### src/rtl/dec_count_pkg.sv
// Shared types for the decrement-count bank: per-channel state and index-width helper.
// State is held at the widest supported count width; narrower banks zero-extend into it.
package dec_count_pkg;

   localparam int MAX_WIDTH = 16;

   typedef struct packed {
      logic [MAX_WIDTH-1:0] count;
      logic [MAX_WIDTH-1:0] reload;
      logic                 auto_en;
   } chan_state_t;

   function automatic int chan_idx_width(input int n);
      return (n > 1) ? $clog2(n) : 1;
   endfunction

endpackage

### src/rtl/dec_count_chan.sv
// One loadable down-counter channel with optional auto-reload and registered expire pulse.
// Latency: count/nonzero update on the edge; expire is the cycle after a terminal decrement.
module dec_count_chan
   import dec_count_pkg::*;
#(
   parameter int WIDTH = 4
) (
   input  logic             i_clk,
   input  logic             i_reset,
   input  logic             i_enable,
   input  logic             i_tick,
   input  logic             i_load,
   input  logic [WIDTH-1:0] i_load_value,
   input  logic             i_load_auto,
   output logic [WIDTH-1:0] o_count,
   output logic             o_nonzero,
   output logic             o_expire
);

   chan_state_t          r_state;
   chan_state_t          w_state_nxt;
   logic                 r_expire;
   logic                 w_expire_nxt;
   logic                 w_nonzero;
   logic                 w_terminal;
   logic [MAX_WIDTH-1:0] w_load_ext;

   assign w_load_ext = MAX_WIDTH'(i_load_value);
   assign w_nonzero  = (r_state.count != '0);
   assign w_terminal = (r_state.count == MAX_WIDTH'(1));

   // Priority: enable low > load > decrement > hold. A load always masks expiry.
   always_comb begin
      w_state_nxt  = r_state;
      w_expire_nxt = 1'b0;
      if (!i_enable) begin
         w_state_nxt = '0;
      end else if (i_load) begin
         w_state_nxt.count   = w_load_ext;
         w_state_nxt.reload  = w_load_ext;
         w_state_nxt.auto_en = i_load_auto;
      end else if (i_tick && w_nonzero) begin
         if (w_terminal) begin
            w_expire_nxt      = 1'b1;
            w_state_nxt.count = (r_state.auto_en && (r_state.reload != '0)) ? r_state.reload : '0;
         end else begin
            w_state_nxt.count = r_state.count - MAX_WIDTH'(1);
         end
      end
   end

   always_ff @(posedge i_clk) begin
      if (i_reset) begin
         r_state  <= '0;
         r_expire <= 1'b0;
      end else begin
         r_state  <= w_state_nxt;
         r_expire <= w_expire_nxt;
      end
   end

   assign o_count   = r_state.count[WIDTH-1:0];
   assign o_nonzero = w_nonzero;
   assign o_expire  = r_expire;

endmodule

### src/rtl/dec_count_bank.sv
// Indexed bank of NCHAN independent down-counters sharing one tick strobe.
// rd_count is registered (1 cycle); nonzero is combinational from state; no backpressure.
module dec_count_bank
   import dec_count_pkg::*;
#(
   parameter  int NCHAN = 8,
   parameter  int WIDTH = 4,
   localparam int CW    = chan_idx_width(NCHAN)
) (
   input  logic             clk,
   input  logic             reset,
   input  logic             enable,
   input  logic             tick,
   input  logic             load_valid,
   input  logic [CW-1:0]    load_chan,
   input  logic [WIDTH-1:0] load_value,
   input  logic             load_auto,
   input  logic [CW-1:0]    rd_chan,
   output logic [WIDTH-1:0] rd_count,
   output logic [NCHAN-1:0] nonzero,
   output logic [NCHAN-1:0] expire
);

   logic [NCHAN-1:0] w_load_oh;
   logic [WIDTH-1:0] w_count [NCHAN];
   logic [WIDTH-1:0] w_rd_mux;
   logic [WIDTH-1:0] r_rd_count;

   // Out-of-range indices match no channel, so they load nothing and read back zero.
   always_comb begin
      w_load_oh = '0;
      for (int i = 0; i < NCHAN; i++) begin
         w_load_oh[i] = load_valid && (load_chan == CW'(i));
      end
   end

   always_comb begin
      w_rd_mux = '0;
      for (int i = 0; i < NCHAN; i++) begin
         if (rd_chan == CW'(i)) begin
            w_rd_mux = w_count[i];
         end
      end
   end

   for (genvar g = 0; g < NCHAN; g++) begin : g_chan
      dec_count_chan #(
         .WIDTH(WIDTH)
      ) u_chan (
         .i_clk        (clk),
         .i_reset      (reset),
         .i_enable     (enable),
         .i_tick       (tick),
         .i_load       (w_load_oh[g]),
         .i_load_value (load_value),
         .i_load_auto  (load_auto),
         .o_count      (w_count[g]),
         .o_nonzero    (nonzero[g]),
         .o_expire     (expire[g])
      );
   end

   always_ff @(posedge clk) begin
      if (reset) begin
         r_rd_count <= '0;
      end else begin
         r_rd_count <= w_rd_mux;
      end
   end

   assign rd_count = r_rd_count;

endmodule

### config.mk
export PLATFORM = sky130hd
export DESIGN_NAME = dec_count_bank
export DESIGN_NICKNAME = d
export VERILOG_FILES = /design/src/rtl/dec_count_pkg.sv /design/src/rtl/dec_count_chan.sv /design/src/rtl/dec_count_bank.sv
export SDC_FILE = /design/constraint.sdc
export NUM_CORES = 1
export LEC_CHECK = 0
export ABC_AREA = 1
export CAP_MARGIN = 10
export CORE_UTILIZATION = 56
export CTS_CLUSTER_DIAMETER = 150
export DETAILED_ROUTE_END_ITERATION = 12
export GPL_TIMING_DRIVEN = 0
export PLACE_DENSITY = 0.77
export SLEW_MARGIN = 40
export SYNTH_ARGS = -nofsm -noshare
export SYNTH_HDL_FRONTEND = slang
export SYNTH_SLANG_ARGS = --single-unit
### constraint.sdc
create_clock -name clk -period 2.4 [get_ports clk]
set_clock_uncertainty 0.05 [all_clocks]
set_input_delay 0.24 -clock clk [delete_from_list [all_inputs] [get_ports clk]]
set_output_delay 0.24 -clock clk [all_outputs]
set_load 0.02 [all_outputs]
==> reports/summary.json, run 1 <==
{
  "run_status": "completed",
  "synth_seq_cells": 180,
  "route.antenna.remaining_nets": 0,
  "cts_tree": "done",
  "grt.overflow.total": 0,
  "layout-drive-gt1-share_pct": 10.5,
  "detail_route.vias_per_cell": 5.41,
  "sequential_share_of_the_synthesized_area_pct": 31.0,
  "fmax_mhz": 452,
  "multi_input_combinational_cell_area_mm2": 0.00682,
  "layout_commonest_cell": "sky130_fd_sc_hd__nand2_1",
  "synth_async_sr_flop_share_pct": 0,
  "cts-root-to-sink-buffers": 2,
  "hold_path.class": "input port to flip-flop",
  "worst_slew_pin_slew_ns": 0.758,
  "synth.distinct_cells": 37,
  "worstSetupStartpointType": "flip-flop",
  "period_minus_slack_ns": 2.21,
  "place_hpwl_mm": 21.6,
  "finalMaxSlewViolations": 0,
  "synthesis.area_mm2": 0.0116,
  "setup.reg_to_reg.worst_slack_ns": 0.44,
  "grt_start_max_net_pins": 17,
  "path_class": "flip-flop to primary output",
  "setup_viol": 0,
  "io-pin-count": 36,
  "worst-path-max-fanout": 7,
  "floorplan.core_area_mm2": 0.0203,
  "clock_root_buffer": "sky130_fd_sc_hd__clkbuf_16",
  "critical_path.reg2reg.startpoint": "g_chan[7].u_chan.o_count[0]$_SDFFE_PP0P_",
  "worst-endpoint-arrival_ns": 1.92,
  "postRouteWirelength_mm": 30.0,
  "synth.net_count": 1906,
  "clock_sink_count": 180,
  "fin_tns_setup_ns": 0,
  "die_area_mm2": 0.0213,
  "unrepaired_setup_endpoints_after_global_routing": "false",
  "vias": 11900,
  "port-buffer-count": 29,
  "worstSkewPairLatency_ns": 0.44,
  "grt_pass1_vias": 10900,
  "track_usage_pct": 28.9,
  "hold_start": "rd_chan[2]",
  "cts_max_level": 4,
  "ys_warns": 0,
  "worst_hold_slack_ns": 0.239,
  "cts_buffers": 17,
  "detail_route.first_pass.iterations": 5,
  "nets": 1954,
  "startpoint": "g_chan[0].u_chan.o_count[2]$_SDFFE_PP0P_",
  "globalRouteMet2Util_pct": 48.5,
  "timing.slew.headroom_pct": 49.5,
  "finalCritPeriodShare_pct": 92.1,
  "synth_flop_cell": "sky130_fd_sc_hd__dfxtp_1",
  "grt_use_met1_pct": 37.0,
  "first_iter_violations": 1093,
  "n_fill_cell": 1934,
  "row_count": 52,
  "cp-end-kind": "primary output",
  "dieWidth_um": 146,
  "insertedDiodeCount": 0,
  "remaining_routing_drc_violations": 0,
  "area.sequential_mm2": 0.00361,
  "final_cell_mix": "sky130_fd_sc_hd__nand2_1, sky130_fd_sc_hd__nor2_1, sky130_fd_sc_hd__inv_1, sky130_fd_sc_hd__dfxtp_1, sky130_fd_sc_hd__nand3_1",
  "synth_enable_flop_cells": 0,
  "post_cts.repair.setup_buffers": 0,
  "postSynthCellCount": 1866,
  "timing_hold_violations_final": 0,
  "place_ws_ns": 0.0951,
  "cp_data_required_time_ns": 2.11,
  "maxCapViolCount": 0,
  "area_delta_synth_final_pct": 10.6,
  "die_height_um": 146,
  "syn_avg_cell_area_um2": 6.22,
  "postLayoutSetupSlackWorst_ns": 0.189,
  "wire_length_of_the_first_global_routing_pass_mm": 50.9,
  "grt.met3_usage_pct": 4.61,
  "gpl.final_weighted_congestion": 0.899,
  "antenna_found_initial": 0,
  "clk_pin_slew_ns": 0.07,
  "routedWlPerCell_um": 13.7,
  "grt.busiest_layer": "met2",
  "initial_cell_density_of_the_core_pct": 57.2
}
## synth_stat cells, types with 2 or more instances
master | number | area share, %
sky130_fd_sc_hd__ha_1 | 24 | 2.6
sky130_fd_sc_hd__nor2_4 | 16 | 1.6
sky130_fd_sc_hd__nand3_1 | 168 | 7.2
sky130_fd_sc_hd__o21bai_1 | 10 | 0.65
sky130_fd_sc_hd__buf_1 | 3 | 0.097
sky130_fd_sc_hd__nor2_2 | 20 | 1.1
sky130_fd_sc_hd__nand3_2 | 5 | 0.43
sky130_fd_sc_hd__a21oi_2 | 11 | 0.83
sky130_fd_sc_hd__nand2_4 | 7 | 0.68
sky130_fd_sc_hd__nor2_8 | 3 | 0.52
sky130_fd_sc_hd__or2_2 | 12 | 0.65
sky130_fd_sc_hd__a21oi_1 | 105 | 4.5
sky130_fd_sc_hd__nand2_1 | 541 | 17
sky130_fd_sc_hd__nand2_2 | 23 | 1.2
sky130_fd_sc_hd__nand3b_1 | 9 | 0.58
sky130_fd_sc_hd__inv_2 | 22 | 0.71
sky130_fd_sc_hd__o21ai_0 | 27 | 1.2
sky130_fd_sc_hd__nor4_1 | 2 | 0.11
sky130_fd_sc_hd__inv_1 | 179 | 5.8
sky130_fd_sc_hd__o21ai_1 | 12 | 0.52
sky130_fd_sc_hd__dfxtp_1 | 180 | 31
sky130_fd_sc_hd__clkbuf_1 | 7 | 0.23
sky130_fd_sc_hd__nor3_1 | 14 | 0.60
sky130_fd_sc_hd__xor2_1 | 3 | 0.23
sky130_fd_sc_hd__o22ai_1 | 13 | 0.70
sky130_fd_sc_hd__nor2_1 | 307 | 9.9
sky130_fd_sc_hd__buf_2 | 12 | 0.52
sky130_fd_sc_hd__nand4_1 | 86 | 4.6
sky130_fd_sc_hd__buf_4 | 19 | 1.2
sky130_fd_sc_hd__xnor2_1 | 4 | 0.30
sky130_fd_sc_hd__buf_6 | 16 | 1.6
## per-stage QoR
step           util (%)  instance area (um^2)  cells
2_1_floorplan         -                 11600   1866
3_3_place_gp       60.3                 12200   2165
3_5_place_dp       60.3                 12200   2165
4_1_cts            63.1                 12800   2195
5_1_grt            63.2                 12800   2195
6_report           63.2                 12800   2195
## timing repair
| action | in CTS | in global routing |
|---|---|---|
| resized for setup | 6 | 5 |
| hold buffers | 0 | 0 |
| setup endpoints to repair | 5 | 3 |
| endpoints found under the hold margin | 0 | 0 |
## flip-flops by register name, summed over array words and instances, names as in the netlist
signal / flops
g_chan.u_chan.o_count: 32
g_chan.u_chan.r_state: 136
rd_count: 4
g_chan.u_chan.o_expire: 8
## final timing paths
check / endpoint / cells after the start
hold reg to reg: g_chan[0].u_chan.r_state[4]$_SDFFE_PP0P_ / 2
hold / removal: rd_count[1]$_SDFF_PP0_ / 5
setup reg to reg: g_chan[7].u_chan.r_state[29]$_SDFFE_PP0P_ / 8
setup / recovery: nonzero[0] / 6
## routing by layer
metal  vias to the layer above  routed length (um)
met2                       304               14000
met1                      5433               13600
met5                         -                   0
met3                        62                1530
met4                         0                 873
li1                       6084                   -
## worst max-delay path: stages, from the launching register on
cell and delay [ns]:
sky130_fd_sc_hd__dfxtp_1 0.38, sky130_fd_sc_hd__nor2_4 0.21, sky130_fd_sc_hd__nand4_1 0.11, sky130_fd_sc_hd__nor3_1 0.19, sky130_fd_sc_hd__nand3_1 0.14, sky130_fd_sc_hd__buf_4 0.15, sky130_fd_sc_hd__dlygate4sd2_1 0.30
## logic make-up (layout without fill, tap and decap cells)
| kind of cell | Yosys count | count (layout) | share of synthesized area, % |
|---|---|---|---|
| AND/OR/NAND/NOR | 1216 | 1216 | 47.1 |
| buffers and inverters | 259 | 318 | 10.3 |
| AO/OA/AOI/OAI | 180 | 180 | 8.53 |
| flip-flops | 180 | 180 | 31.0 |
| adder cells (fa/ha/maj) | 24 | 24 | 2.59 |
| XOR/XNOR | 7 | 7 | 0.528 |
## layout make-up
| class | instances | share of cell area [%] |
|---|---|---|
| timing repair buffer | 29 | 2.26 |
| clock buffer | 21 | 3.59 |
| buffer | 58 | 3.39 |
| sequential | 180 | 28.1 |
| clock inverter | 9 | 1.01 |
| multi-input combinational | 1427 | 53.1 |
| tap | 270 | 2.63 |
| inverter | 201 | 5.88 |
Power of run 1 is left out: the tool's default activity adds up to more than one toggle a clock period on the data nets, which glitch-free logic cannot reach.
==> run 2, diff against run 1 <==
==> constraint.sdc (replaced) <==
create_clock -name clk -period 2.4 [get_ports clk]
set_clock_uncertainty 0.05 [all_clocks]
set_input_delay 0.48 -clock clk [delete_from_list [all_inputs] [get_ports clk]]
set_output_delay 0.48 -clock clk [all_outputs]
set_load 0.02 [all_outputs]
==> reports/summary.json, run 2 (synthesis results as in run 1) <==
{
  "worstSetupStartpointType": "flip-flop",
  "routedWlPerCell_um": 13.7,
  "area_delta_synth_final_pct": 12.2,
  "critPathSlowestCell": "sky130_fd_sc_hd__dfxtp_2",
  "worst-path-max-fanout": 6,
  "first_iter_violations": 1057,
  "track_usage_pct": 29.0,
  "row_count": 52,
  "hold_path.class": "flip-flop to flip-flop",
  "remaining_routing_drc_violations": 0,
  "grt_pass1_vias": 11000,
  "die_area_mm2": 0.0213,
  "clock_sink_count": 180,
  "vias": 12000,
  "dieWidth_um": 146,
  "layout_commonest_cell": "sky130_fd_sc_hd__nand2_1",
  "path_class": "flip-flop to primary output",
  "fin_tns_setup_ns": 0,
  "die_height_um": 146,
  "period_minus_slack_ns": 2.34,
  "setup_viol": 0,
  "worst_hold_slack_ns": 0.414,
  "cp-end-kind": "primary output",
  "most_flops_register": "g_chan.u_chan.r_state",
  "worst_slew_pin_slew_ns": 0.661,
  "detail_route.first_pass.iterations": 6,
  "layout-drive-gt1-share_pct": 12.8,
  "cp_data_required_time_ns": 1.87,
  "timing.slew.headroom_pct": 55.6,
  "nets": 1970,
  "largest_register_ffs": 136,
  "maxCapViolCount": 0,
  "cts_max_level": 4,
  "clock_root_buffer": "sky130_fd_sc_hd__clkbuf_16",
  "cts_buffers": 17,
  "postPlaceCellArea_mm2": 0.0122,
  "timing_hold_violations_final": 0,
  "cts-root-to-sink-buffers": 2,
  "grt.overflow.total": 0,
  "peak_per_stage_delay_on_the_critical_path_ns": 0.39,
  "clk_pin_slew_ns": 0.06,
  "place_ws_ns": -0.145,
  "io-pin-count": 36,
  "postLayoutSetupSlackWorst_ns": 0.0561,
  "crit_path_cell_trace": "inv_2 > ha_1 > nand2_1 > nor2_4 > nand2_4 > buf_4 > dlygate4sd2_1",
  "port-buffer-count": 29,
  "final_cell_mix": "sky130_fd_sc_hd__nand2_1, sky130_fd_sc_hd__nor2_1, sky130_fd_sc_hd__inv_1, sky130_fd_sc_hd__dfxtp_1, sky130_fd_sc_hd__nand3_1",
  "n_fill_cell": 1895,
  "finalCritPeriodShare_pct": 97.7,
  "wire_length_of_the_first_global_routing_pass_mm": 51.1,
  "cts-hold-fix-buffers": 0,
  "setup.reg_to_reg.worst_slack_ns": 0.56,
  "cts_tree": "done",
  "fmax_mhz": 427,
  "worst-endpoint-arrival_ns": 1.81,
  "insertedDiodeCount": 0,
  "detail_route.vias_per_cell": 5.43,
  "run_status": "completed",
  "postRouteWirelength_mm": 30.3,
  "gpl.final_weighted_congestion": 0.899,
  "finalMaxSlewViolations": 0,
  "grt_start_max_net_pins": 17,
  "post_route_design_area_mm2": 0.0130,
  "unrepaired_setup_endpoints_after_global_routing": "true",
  "antenna_found_initial": 0,
  "initial_cell_density_of_the_core_pct": 57.2,
  "place_hpwl_mm": 21.6,
  "worstSkewPairLatency_ns": 0.45,
  "route.antenna.remaining_nets": 0,
  "floorplan.core_area_mm2": 0.0203
}
run 2: changes by cell type in the layout (fill, tap and decap cells not counted), moves of 6 or more:
| cell | previous run | this run |
|---|---|---|
| sky130_fd_sc_hd__buf_4 | 20 | 35 |
| sky130_fd_sc_hd__nor2_1 | 306 | 294 |
| sky130_fd_sc_hd__nor2_2 | 21 | 30 |
| sky130_fd_sc_hd__nand2_1 | 541 | 534 |
| sky130_fd_sc_hd__nand2_2 | 23 | 30 |
| sky130_fd_sc_hd__inv_1 | 179 | 173 |
| sky130_fd_sc_hd__inv_2 | 22 | 28 |
run 2: final timing paths:
check / cells after the start / to / from
max reg2reg: 8 / g_chan[7].u_chan.r_state[29]$_SDFFE_PP0P_ / g_chan[7].u_chan.o_count[0]$_SDFFE_PP0P_
min: 2 / g_chan[0].u_chan.r_state[4]$_SDFFE_PP0P_ / g_chan[0].u_chan.r_state[4]$_SDFFE_PP0P_
max: 7 / nonzero[4] / g_chan[4].u_chan.o_count[0]$_SDFFE_PP0P_
min reg2reg: 2 / g_chan[0].u_chan.r_state[4]$_SDFFE_PP0P_ / g_chan[0].u_chan.r_state[4]$_SDFFE_PP0P_
run 2: per-stage QoR:
stage | utilization [%] | cells
after floorplan | - | 1866
after global placement | 60.3 | 2165
after detailed placement | 60.3 | 2165
after CTS | 63.3 | 2197
after global routing | 64.1 | 2211
final | 64.1 | 2211
run 2: critical path: cells and delay by family (launching register included):
| family | cells | cell delay, ns |
|---|---|---|
| adder cells (fa/ha/maj) | 1 | 0.20 |
| flip-flops | 1 | 0.39 |
| AND/OR/NAND/NOR | 3 | 0.28 |
| buffers and inverters | 3 | 0.51 |
run 2: layout make-up:
type	count	area [um^2]	share of cell area [%]
plain buffers	58	435	3.34
clock buffers	21	460	3.54
clock inverters	9	130	1.00
inverters	201	754	5.80
multi-input cells	1427	6890	52.9
flip-flops and latches	180	3610	27.7
well taps	270	338	2.59
repair buffers	45	400	3.08
run 2: layer usage:
layer / share of wire, % / routed length [um] / up-vias / global-route usage, %
met5: 0 / 0 / - / 0
met4: 2.9 / 878 / 0 / 11.3
met3: 5.7 / 1720 / 72 / 4.61
met2: 47 / 14200 / 375 / 48.8
met1: 45 / 13500 / 5432 / 37.1
li1: - / - / 6129 / -
run 2: timing repair:
item	in CTS	in global routing
pin swaps	2	8
resized for setup	16	29
cloned	0	0
setup endpoints to repair	8	8
setup buffers	2	14
Power of run 2 is left out for the same reason.
==> run 3, diff against run 2 <==
CORE_MARGIN = 1   (was default)
clock period = 2.6 ns   (was 2.4 ns; I/O delays follow)
==> reports/summary.json, run 3 (synthesis results as in run 1) <==
{
  "cts_buffers": 17,
  "cp_data_required_time_ns": 2.03,
  "detail_route.first_pass.iterations": 6,
  "critical_path.reg2reg.startpoint": "g_chan[7].u_chan.o_count[0]$_SDFFE_PP0P_",
  "finalMaxSlewViolations": 0,
  "met3_wirelength_from_detailed_routing_mm": 1.57,
  "finalCritPeriodShare_pct": 95.7,
  "timing.slew.headroom_pct": 50.9,
  "worstReg2RegEnd": "g_chan[7].u_chan.r_state[29]$_SDFFE_PP0P_",
  "dr_wl_met2_mm": 14.1,
  "largest_register_ffs": 136,
  "first_iter_violations": 1039,
  "remaining_routing_drc_violations": 0,
  "nets": 1955,
  "routedWlPerCell_um": 13.7,
  "setup_viol": 0,
  "final_cell_mix": "sky130_fd_sc_hd__nand2_1, sky130_fd_sc_hd__nor2_1, sky130_fd_sc_hd__inv_1, sky130_fd_sc_hd__dfxtp_1, sky130_fd_sc_hd__nand3_1",
  "fmax_mhz": 402,
  "worst-path-max-fanout": 8,
  "most_flops_register": "g_chan.u_chan.r_state",
  "run_status": "completed",
  "period_minus_slack_ns": 2.49,
  "grt_pass1_vias": 10900,
  "grt.overflow.total": 0,
  "insertedDiodeCount": 0,
  "startpoint": "g_chan[7].u_chan.o_count[0]$_SDFFE_PP0P_",
  "clock_sink_count": 180,
  "timing_hold_violations_final": 0,
  "track_usage_pct": 28.9,
  "port-buffer-count": 29,
  "clock_root_buffer": "sky130_fd_sc_hd__clkbuf_16",
  "area_delta_synth_final_pct": 10.5,
  "layout-drive-gt1-share_pct": 10.5,
  "worstSetupStartpointType": "flip-flop",
  "hold_path.class": "flip-flop to flip-flop",
  "io-pin-count": 36,
  "layout.core_utilization_pct": 63.2,
  "wl_met1_mm": 13.5,
  "cp-end-kind": "primary output",
  "place_hpwl_mm": 21.6,
  "detail_route.vias_per_cell": 5.40,
  "unrepaired_setup_endpoints_after_global_routing": "false",
  "postRouteWirelength_mm": 30.0,
  "row_count": 52,
  "dieWidth_um": 146,
  "cts_max_level": 4,
  "vias": 11900,
  "maxCapViolCount": 0,
  "antenna_found_initial": 0,
  "cts-root-to-sink-buffers": 2,
  "route.antenna.remaining_nets": 0,
  "clk_pin_slew_ns": 0.06,
  "die_area_mm2": 0.0213,
  "wire_length_of_the_first_global_routing_pass_mm": 50.9,
  "cts_tree": "done",
  "layout_commonest_cell": "sky130_fd_sc_hd__nand2_1",
  "path_class": "flip-flop to primary output",
  "die_height_um": 146,
  "crit_end": "nonzero[7]",
  "worst-r2r-cell-count": 8,
  "grt_start_max_net_pins": 17,
  "worst_slew_pin_slew_ns": 0.737,
  "worst-endpoint-arrival_ns": 1.92,
  "floorplan.core_area_mm2": 0.0203,
  "setup.reg_to_reg.worst_slack_ns": 0.63,
  "highest-signal-layer": "met4",
  "fin_tns_setup_ns": 0,
  "gpl.final_weighted_congestion": 0.899,
  "worstSkewPairLatency_ns": 0.44,
  "initial_cell_density_of_the_core_pct": 57.2
}
[run 3: layout make-up]
class	instances	area, um^2
Buffer	58	435
Timing Repair Buffer	30	287
Inverter	201	754
Sequential cell	180	3610
Clock buffer	21	460
Tap cell	270	338
Multi-Input combinational cell	1427	6820
Clock inverter	9	130
Fill cell	1939	7470
[run 3: per-stage QoR]
stage | std cells | hold WS (ns) | setup slack, ns | instance area, um^2
after floorplan | 1866 | 0.388 | 0.953 | 11600
after global placement | 2165 | 0.403 | 0.0379 | 12200
after detailed placement | 2165 | 0.401 | 0.0151 | 12200
after CTS | 2195 | 0.413 | 0.111 | 12800
after global routing | 2196 | 0.437 | 0.0114 | 12800
final | 2196 | 0.415 | 0.112 | 12800
[run 3: critical path, stage by stage (launching register included)]
cell,delay [ns]
sky130_fd_sc_hd__dfxtp_1,0.35
sky130_fd_sc_hd__inv_1,0.22
sky130_fd_sc_hd__ha_1,0.19
sky130_fd_sc_hd__nand2_1,0.05
sky130_fd_sc_hd__nor2_1,0.13
sky130_fd_sc_hd__nand2_2,0.10
sky130_fd_sc_hd__buf_4,0.14
sky130_fd_sc_hd__dlygate4sd2_1,0.31
[run 3: worst min path at each step]
| stage | endpoint | startpoint | slack (ns) | cells after the start |
|---|---|---|---|---|
| 6_report | g_chan[0].u_chan.r_state[4]$_SDFFE_PP0P_ | g_chan[0].u_chan.r_state[4]$_SDFFE_PP0P_ | 0.41 | 2 |
| 5_1_grt | g_chan[1].u_chan.r_state[1]$_SDFFE_PP0P_ | g_chan[1].u_chan.r_state[1]$_SDFFE_PP0P_ | 0.44 | 2 |
| 4_1_cts | g_chan[0].u_chan.r_state[4]$_SDFFE_PP0P_ | g_chan[0].u_chan.r_state[4]$_SDFFE_PP0P_ | 0.41 | 2 |
| 3_5_place_dp | g_chan[0].u_chan.r_state[4]$_SDFFE_PP0P_ | g_chan[0].u_chan.r_state[4]$_SDFFE_PP0P_ | 0.40 | 2 |
| 3_3_place_gp | g_chan[0].u_chan.r_state[4]$_SDFFE_PP0P_ | g_chan[0].u_chan.r_state[4]$_SDFFE_PP0P_ | 0.40 | 2 |
| 2_1_floorplan | g_chan[0].u_chan.r_state[4]$_SDFFE_PP0P_ | g_chan[0].u_chan.r_state[4]$_SDFFE_PP0P_ | 0.39 | 2 |
[run 3: layer usage]
metal,vias up,global-route usage (%)
li1,6100,-
met1,5373,37.0
met2,340,48.5
met3,55,4.61
met4,0,11.3
met5,-,0
[run 3: timing repair]
| item | 4_1_cts | 5_1_grt |
|---|---|---|
| hold buffers | 0 | 0 |
| pin swaps | 0 | 1 |
| cloned | 0 | 0 |
| setup endpoints to repair | 8 | 1 |
| resized for setup | 10 | 0 |
| setup buffers | 0 | 1 |
Power of run 3 is left out for the same reason.
